`src/rtl/ahb_arbiter_rr.sv`:
```
// Burst-aware round-robin AHB arbiter with lock support and parking.
// In: Hclk Hreset Hreq Hlock Hready Htrans Hburst; out: Hgrant Hmaster Hmastlock.
module ahb_arbiter_rr #(
  parameter int NUM_MASTERS    = 4,
  parameter int MW             = $clog2(NUM_MASTERS),
  parameter int DEFAULT_MASTER = 0,
  parameter int MAX_INCR_BEATS = 16
) (
  input  logic                   Hclk,
  input  logic                   Hreset,
  input  logic [NUM_MASTERS-1:0] Hreq,
  input  logic [NUM_MASTERS-1:0] Hlock,
  input  logic                   Hready,
  input  logic [1:0]             Htrans,
  input  logic [2:0]             Hburst,
  output logic [NUM_MASTERS-1:0] Hgrant,
  output logic [MW-1:0]          Hmaster,
  output logic                   Hmastlock
);

  localparam int CAP =
    (MAX_INCR_BEATS > 16) ? MAX_INCR_BEATS : 16;
  localparam int CW = $clog2(CAP + 1);

  localparam logic [MW-1:0] DEF = MW'(DEFAULT_MASTER);

  localparam logic [1:0] T_IDLE   = 2'b00;
  localparam logic [1:0] T_BUSY   = 2'b01;
  localparam logic [1:0] T_NONSEQ = 2'b10;
  localparam logic [1:0] T_SEQ    = 2'b11;

  localparam logic [2:0] B_SINGLE = 3'b000;
  localparam logic [2:0] B_INCR   = 3'b001;

  typedef enum logic {
    ARB,
    BURST
  } state_t;

  state_t                 r_state;
  logic [CW-1:0]          r_cnt;
  logic                   r_incr;
  logic [NUM_MASTERS-1:0] r_grant;
  logic [MW-1:0]          r_master;
  logic                   r_lock;

  state_t                 w_state_nxt;
  logic [CW-1:0]          w_cnt_nxt;
  logic                   w_incr_nxt;
  logic [NUM_MASTERS-1:0] w_grant_nxt;
  logic [MW-1:0]          w_master_nxt;
  logic                   w_lock_nxt;

  logic                   w_ho;
  logic                   w_sat;
  logic                   w_locked;
  logic [CW-1:0]          w_load;
  logic                   w_rr_hit;
  logic [MW-1:0]          w_rr_pick;
  int                     w_idx;

  assign Hgrant    = r_grant;
  assign Hmaster   = r_master;
  assign Hmastlock = r_lock;

  // Ownership is locked only while the owner both locks and requests.
  assign w_locked = Hlock[r_master] & Hreq[r_master];

  // Remaining SEQ beats after the opening NONSEQ.
  always_comb begin
    w_load = '0;
    unique case (Hburst)
      3'b001:        w_load = CW'(MAX_INCR_BEATS - 1);
      3'b010, 3'b011: w_load = CW'(3);
      3'b100, 3'b101: w_load = CW'(7);
      3'b110, 3'b111: w_load = CW'(15);
      default:       w_load = '0;
    endcase
  end

  // Rotating search from owner+1; the owner itself is
  // visited last, so it only wins when it is alone.
  always_comb begin
    w_rr_hit  = 1'b0;
    w_rr_pick = DEF;
    w_idx     = 0;
    for (int i = 1; i <= NUM_MASTERS; i++) begin
      w_idx = (int'(r_master) + i) % NUM_MASTERS;
      if (!w_rr_hit && Hreq[w_idx[MW-1:0]]) begin
        w_rr_hit  = 1'b1;
        w_rr_pick = w_idx[MW-1:0];
      end
    end
  end

  always_ff @(posedge Hclk or posedge Hreset) begin
    if (Hreset) begin
      r_state  <= ARB;
      r_cnt    <= '0;
      r_incr   <= 1'b0;
      r_grant  <= NUM_MASTERS'(1) << DEFAULT_MASTER;
      r_master <= DEF;
      r_lock   <= 1'b0;
    end else begin
      r_state  <= w_state_nxt;
      r_cnt    <= w_cnt_nxt;
      r_incr   <= w_incr_nxt;
      r_grant  <= w_grant_nxt;
      r_master <= w_master_nxt;
      r_lock   <= w_lock_nxt;
    end
  end

  // Next state and beat counter; Hready=0 freezes all.
  always_comb begin
    w_state_nxt = r_state;
    w_cnt_nxt   = r_cnt;
    w_incr_nxt  = r_incr;
    w_ho        = 1'b0;
    w_sat       = 1'b0;
    if (Hready) begin
      unique case (r_state)
        ARB: begin
          if (Htrans == T_NONSEQ &&
              Hburst != B_SINGLE) begin
            w_state_nxt = BURST;
            w_cnt_nxt   = w_load;
            w_incr_nxt  = (Hburst == B_INCR);
          end else begin
            w_ho = 1'b1;
          end
        end
        BURST: begin
          unique case (Htrans)
            T_SEQ: begin
              if (r_cnt > CW'(1)) begin
                w_cnt_nxt = r_cnt - CW'(1);
              end else if (r_incr && w_locked) begin
                // Locked INCR runs past the cap.
                w_sat     = 1'b1;
                w_cnt_nxt = CW'(1);
              end else begin
                w_ho        = 1'b1;
                w_state_nxt = ARB;
                w_cnt_nxt   = '0;
              end
            end
            T_BUSY: begin
              w_cnt_nxt = r_cnt;
            end
            T_IDLE, T_NONSEQ: begin
              // Early termination: a NONSEQ here
              // never reopens a burst for the owner.
              w_ho        = 1'b1;
              w_state_nxt = ARB;
              w_cnt_nxt   = '0;
            end
            default: begin
              w_cnt_nxt = r_cnt;
            end
          endcase
        end
        default: begin
          w_state_nxt = ARB;
        end
      endcase
    end
  end

  // Next registered outputs; change only at handovers.
  always_comb begin
    w_master_nxt = r_master;
    w_lock_nxt   = r_lock;
    if (w_sat) begin
      w_lock_nxt = 1'b1;
    end else if (w_ho) begin
      if (w_locked) begin
        w_lock_nxt = 1'b1;
      end else begin
        w_lock_nxt   = 1'b0;
        w_master_nxt = w_rr_hit ? w_rr_pick : DEF;
      end
    end
    w_grant_nxt = NUM_MASTERS'(1) << w_master_nxt;
  end

`ifndef SYNTHESIS
  a_onehot: assert property (
    @(posedge Hclk) disable iff (Hreset)
    $onehot(Hgrant));
  a_match: assert property (
    @(posedge Hclk) disable iff (Hreset)
    Hgrant == (NUM_MASTERS'(1) << Hmaster));
`endif

endmodule

```
`config.mk`:
```
export PLATFORM = sky130hd
export DESIGN_NAME = ahb_arbiter_rr
export DESIGN_NICKNAME = d
export VERILOG_FILES = /design/src/rtl/ahb_arbiter_rr.sv
export SDC_FILE = /design/constraint.sdc
export NUM_CORES = 1
export LEC_CHECK = 0
export BUFFER_PORTS_ARGS = -buffer_cell sky130_fd_sc_hd__buf_2
export CAP_MARGIN = 20
export CORE_ASPECT_RATIO = 0.75
export CORE_MARGIN = 2
export CORE_UTILIZATION = 45
export CTS_CLUSTER_DIAMETER = 150
export DETAILED_ROUTE_END_ITERATION = 10
export GPL_TIMING_DRIVEN = 0
export PLACE_DENSITY_LB_ADDON = 0.08
export SYNTH_ARGS = -nofsm -noshare
export SYNTH_HDL_FRONTEND = slang
export SYNTH_SLANG_ARGS = --single-unit
export TNS_END_PERCENT = 1
```
`constraint.sdc`:
```
create_clock -name Hclk -period 2.3 [get_ports Hclk]
set_input_delay 0.23 -clock Hclk [delete_from_list [all_inputs] [get_ports Hclk]]
set_output_delay 0.23 -clock Hclk [all_outputs]
set_load 0.005 [all_outputs]
```
Word-level counts from Yosys, hierarchy flattened
Index checks and enable logic that the tools add are counted.
- logic and storage cells: 97
- input bits: 16
- register bits after elaboration: 14
- output and inout port bits: 7
- reduce and logical (&&, ||, !) cells: 17
- bitwise logic cells: 2
- equal/unequal tests: 12
- add/subtract/negate cells: 5
- $lt $le $gt $ge: 6
- shift operators: 1
- multiplexer cells: 48
- operator list (cell ; count):
    $mux W1 ; 25
    $pmux W5 S2 ; 2
    $mux W2 ; 8
    $lt A2 B3 Y1 const B ; 5
    $bmux W1 S2 ; 6
    $eq A3 B3 Y1 const B ; 4
    $pmux W4 S3 ; 1
    $mux W5 ; 2
    $pmux W1 S2 ; 4
    $eq A3 B2 Y1 const B ; 2
    $reduce_and A3 Y1 ; 2
    $reduce_or A2 Y1 ; 3
    $gt A5 B1 Y1 const B ; 1
    $logic_and A1 B1 Y1 ; 5
    $sub A5 B1 Y5 const B ; 1
    $add A2 B1 Y2 const B ; 2
    $add A2 B2 Y2 const B ; 2
    $eq A2 B2 Y1 const B ; 2
    $ne A2 B2 Y1 const B ; 2
    $shl A1 B2 Y4 const A ; 1
    $eq A3 B1 Y1 const B ; 1
    $logic_not A1 Y1 ; 3
    $reduce_bool A3 Y1 ; 1
    $reduce_or A3 Y1 ; 1
    other kinds (5) ; 5

Depth between registers and ports, before layout
- depth after elaboration: 18
- gate-level depth with buffers: 7
- gate-level depth less buffers: 6

Least setup slack after synthesis
No wires, ideal clock.
- kind: flip-flop to flip-flop
- start: reg r_master[1], in the netlist Hmaster[1]
- end: reg r_grant[0], in the netlist Hgrant[0]
- arrival: 1844 ps
- path slack: 365 ps
- buffers on the path: 2
- cell stages (with the launch flop): 7
- setup time: 91 ps
- required time: 2209 ps
- period minus slack after synthesis: 1935 ps
- path through: dfrtp_1 > buf_6 > inv_4 > mux4_2 > or3_1 > buf_6 > o31ai_1
- word-level cells in the longest chain between the ends: 18
- elaborated cells on any way between the ends: 47
- those cells by class: add/sub (4); shift (1); mux (34); bitwise (1); reduce/logical (7)
- ends and longest elaborated chain (element ; RTL line ; RTL):
    start, declared ; 44 ; logic [MW-1:0] r_master;
    start signal, assigned ; 109 ; r_master <= w_master_nxt;
    $add A2 B1 Y2 ; 88 ; w_idx = (int'(r_master) + i) % NUM_MASTERS;
    $bmux W1 S2 ; 89 ; if (!w_rr_hit && Hreq[w_idx[MW-1:0]]) begin
    $mux W1 (implied by the code) ; 89 ;
    $mux W1 ; 89 ;
    $logic_not A1 Y1 ; 89 ;
    $logic_and A1 B1 Y1 ; 89 ;
    $mux W1 ; 89 ;
    $logic_not A1 Y1 ; 89 ;
    [... 3 more ...] ; n/a ;
    $logic_and A1 B1 Y1 ; 89 ;
    $mux W2 or $mux W1 (tied branches) ; 89 ;
    $mux W2 ; 181 ; w_master_nxt = w_rr_hit ? w_rr_pick : DEF;
    $mux W2 ; 177 ; if (w_locked) begin
    $mux W2 ; 176 ; end else if (w_ho) begin
    $mux W2 * ; 174 ; if (w_sat) begin
    $shl A1 B2 Y4 * ; 184 ; w_grant_nxt = NUM_MASTERS'(1) << w_master_nxt;
    via w_grant_nxt[0] ; 50 ; logic [NUM_MASTERS-1:0] w_grant_nxt;
    end signal, assigned ; 101 ; r_grant <= NUM_MASTERS'(1) << DEFAULT_MASTER;
    end signal, assigned ; 108 ; r_grant <= w_grant_nxt;
    end, declared ; 43 ; logic [NUM_MASTERS-1:0] r_grant;
Mark *: on every way through the listed nets, which the timed path passes. The rest lies on a longest branch. The select of a mux whose other input is x is not followed.
A chain may end at the register's enable or synchronous reset.

Final worst setup path
- start: reg r_master[1], in the netlist Hmaster[1]
- end: reg r_grant[3], in the netlist Hgrant[3]
The elaborated chain is that of the path after synthesis.

==> metrics.cfg <==
[status]
outcome=finished, final reports clean

[worst_setup_path]
start_kind=flip-flop
end_kind=flip-flop
slowest_delay_ps=570
cp_cell_sequence=buf_6 > inv_4 > mux4_2 > or3_1 > buf_6 > o31ai_1
path_class=reg2reg
cp_slowest_cell=mux4_2
crit_top_cell=buf_6
path_delay_family=multiplexers
arrival_ps=2270
worst-path-buf-inv=3
cp_data_required_time_ps=2470
worstPathMaxFanout=9

[floorplanning]
dieArea_mm2=0.00252
die_h_um=44.0
coreArea_mm2=0.00201
initial_core_util=0.477
std_cell_rows=14
io_pins=23
dieWidth_um=57.4

[placed_design]
hpwl_mm=1.70
gp_congestion=0.806
io_buffer_count=22

[sta]
slew-limit-headroom=0.616
finClkSkew_ps=8.81
grt_setup_unrepaired=false
fmax_mhz=476
tightest_slew_ps=570
finalSetupViolCount=0
setup_tns_ps=0
period_needed_ps=2100
holdWs_ps=301
hold_viol_final=0
fin_crit_sh=0.912
slew_violations=0

[final_layout]
layout_common_cells=buf_2 (22), dfrtp_1 (13), nor2_1 (12)
drive_gt1_frac=0.305
layout_commonest_cell=buf_2
fill_cells=186
area_delta_synth_final_pct=19.4
diodes=0
regArea_um2=352
nets=150
multi_input_area_um2=551

[pwr]
leakagePower_uw=0.000538
powerDensity_mw_per_mm2=1040
ir_worst_vdd_uv=584
finalPower_uw=1190

[drt]
avgViaCountPerCell=5.74
dr.pass1.iters=4
drt_iter0_drc=13
wire_per_inst_um=13.7
ant_nets=0
vias=890
finalWirelength_mm=2.12
drc_errors=0

[global_routing]
grt_overflow=0
grt_pass1_vias=856
antenna_found_initial=0
grt_max_degree=15
grt_usage=0.198
grt_util_met2=0.298
grt.met3_usage=0.0585
met1_usage=0.287
top_usage_layer=met2
grt_first_pass_wirelength_mm=3.84

[clock_network]
clk_pin_slew_ps=90
ctsHtreeMaxLevel=1
clockRootBuffer=clkbuf_4
cts_max_path_buffers=2
post_cts_buffers=0
clock_latency_ps=280
cts_tree=built
cts_resized=0
clock-sinks=14
numCtsBuffers=3

[synthesis]
synth_fp_nets=122
synth_xor_area_frac=0
synth-simple-area-share=0.197
avgSynthCellArea_um2=9.24
synthCells=104
synth-seq-area-share=0.366
synth_compound_area_frac=0.294
synth.distinct_cells=44
ys_top_cells_by_area=dfrtp_1 (34%), nor2_1 (4.7%), o31ai_1 (4.7%)
yosysWarningCount=0
yosys.area.top_type_share=0.339
synth.largest_area_cell=dfrtp_1
synthMuxAreaShare=0.0560
synth_ff_type=dfrtp_1
synth-edff-count=0
synth_top_family_by_area=compound AO/OA/AOI/OAI gates
ys_ff_latch=14
netlist_area_um2=961
synth-adder-area-share=0.0260
async_reset_ff_frac=1.00

[min_path]
hp-class=in2reg

[run]
maxCapViolCount=0

-- metal layers --
layer / part of all wire / vias to the layer above
met4: 0.0038 / 0
met2: 0.42 / 33
met1: 0.51 / 407
met5: 0 / -
li1: - / 448
met3: 0.062 / 2
-- flip-flops by register name (all words and copies together) (netlist names) --
name       cells
r_state        1
r_cnt          5
Hmastlock      1
Hmaster        2
Hgrant         4
r_incr         1
-- final timing paths --
| check | startpoint | to | slack (ps) | cells after the start |
|---|---|---|---|---|
| worst max-delay path | Hmaster[1] | Hgrant[3] | 200 | 6 |
| worst min-delay path | Hready | r_state | 300 | 4 |
| worst max register to register | Hmaster[1] | Hgrant[3] | 200 | 6 |
| worst min register to register | Hmastlock | Hmastlock | 510 | 1 |
| max in group asynchronous | Hreset | Hgrant[0] | 1400 | 3 |
| min in group asynchronous | Hreset | r_cnt[0] | 520 | 3 |
-- per-stage QoR --
stage	instances	setup slack (ps)	util	area, um^2
6_report	155	201	0.570	1150
5_1_grt	155	49.1	0.570	1150
4_1_cts	155	186	0.570	1150
3_5_place_dp	150	207	0.547	1100
3_3_place_gp	150	276	0.547	1100
2_1_floorplan	104	365	-	961
-- power by group --
group | leakage (uW) | internal (uW) | switching (uW)
clock | 0.0000210 | 96.4 | 82.3
sequential | 0.000172 | 346 | 92.0
combinational | 0.000345 | 262 | 314
-- cell type report --
cell class / count / area share
Sequential cell: 14 / 0.306
Timing Repair Buffer: 23 / 0.105
Inverter: 9 / 0.0316
Multi-Input combinational cell: 79 / 0.480
Buffer: 2 / 0.0196
Tap cell: 24 / 0.0262
Clock buffer: 4 / 0.0316
-- cells in the mapped netlist (all sizes together), types with 2 or more instances --
| cell | count |
|---|---|
| dfrtp | 13 |
| a21oi | 4 |
| nor3 | 5 |
| buf | 2 |
| mux2i | 2 |
| and2 | 4 |
| o311ai | 3 |
| inv | 9 |
| ha | 2 |
| nor2b | 3 |
| nand2b | 3 |
| nor2 | 12 |
| o21ai | 6 |
| o31ai | 6 |
| a22o | 3 |
| nand2 | 3 |
-- kinds of logic after synthesis --
logic type,after synthesis
adder cells (fa/ha/maj),2
multiplexers,4
AND/OR/NAND/NOR,36
AO/OA/AOI/OAI,37
buffers and inverters,11
flip-flops,14
-- timing repair --
action	4_1_cts	5_1_grt
hold endpoints to repair	13	0
endpoints found under the setup margin	0	0
hold buffers	1	0
-- worst min-delay path: cells and delay by family --
| kind | cells | cell delay (ps) |
|---|---|---|
| AOI/OAI and AO/OA | 1 | 60 |
| and+or+nand+nor | 2 | 150 |
| buffers and inverters | 1 | 120 |
(Power assumes the default switching activity.)
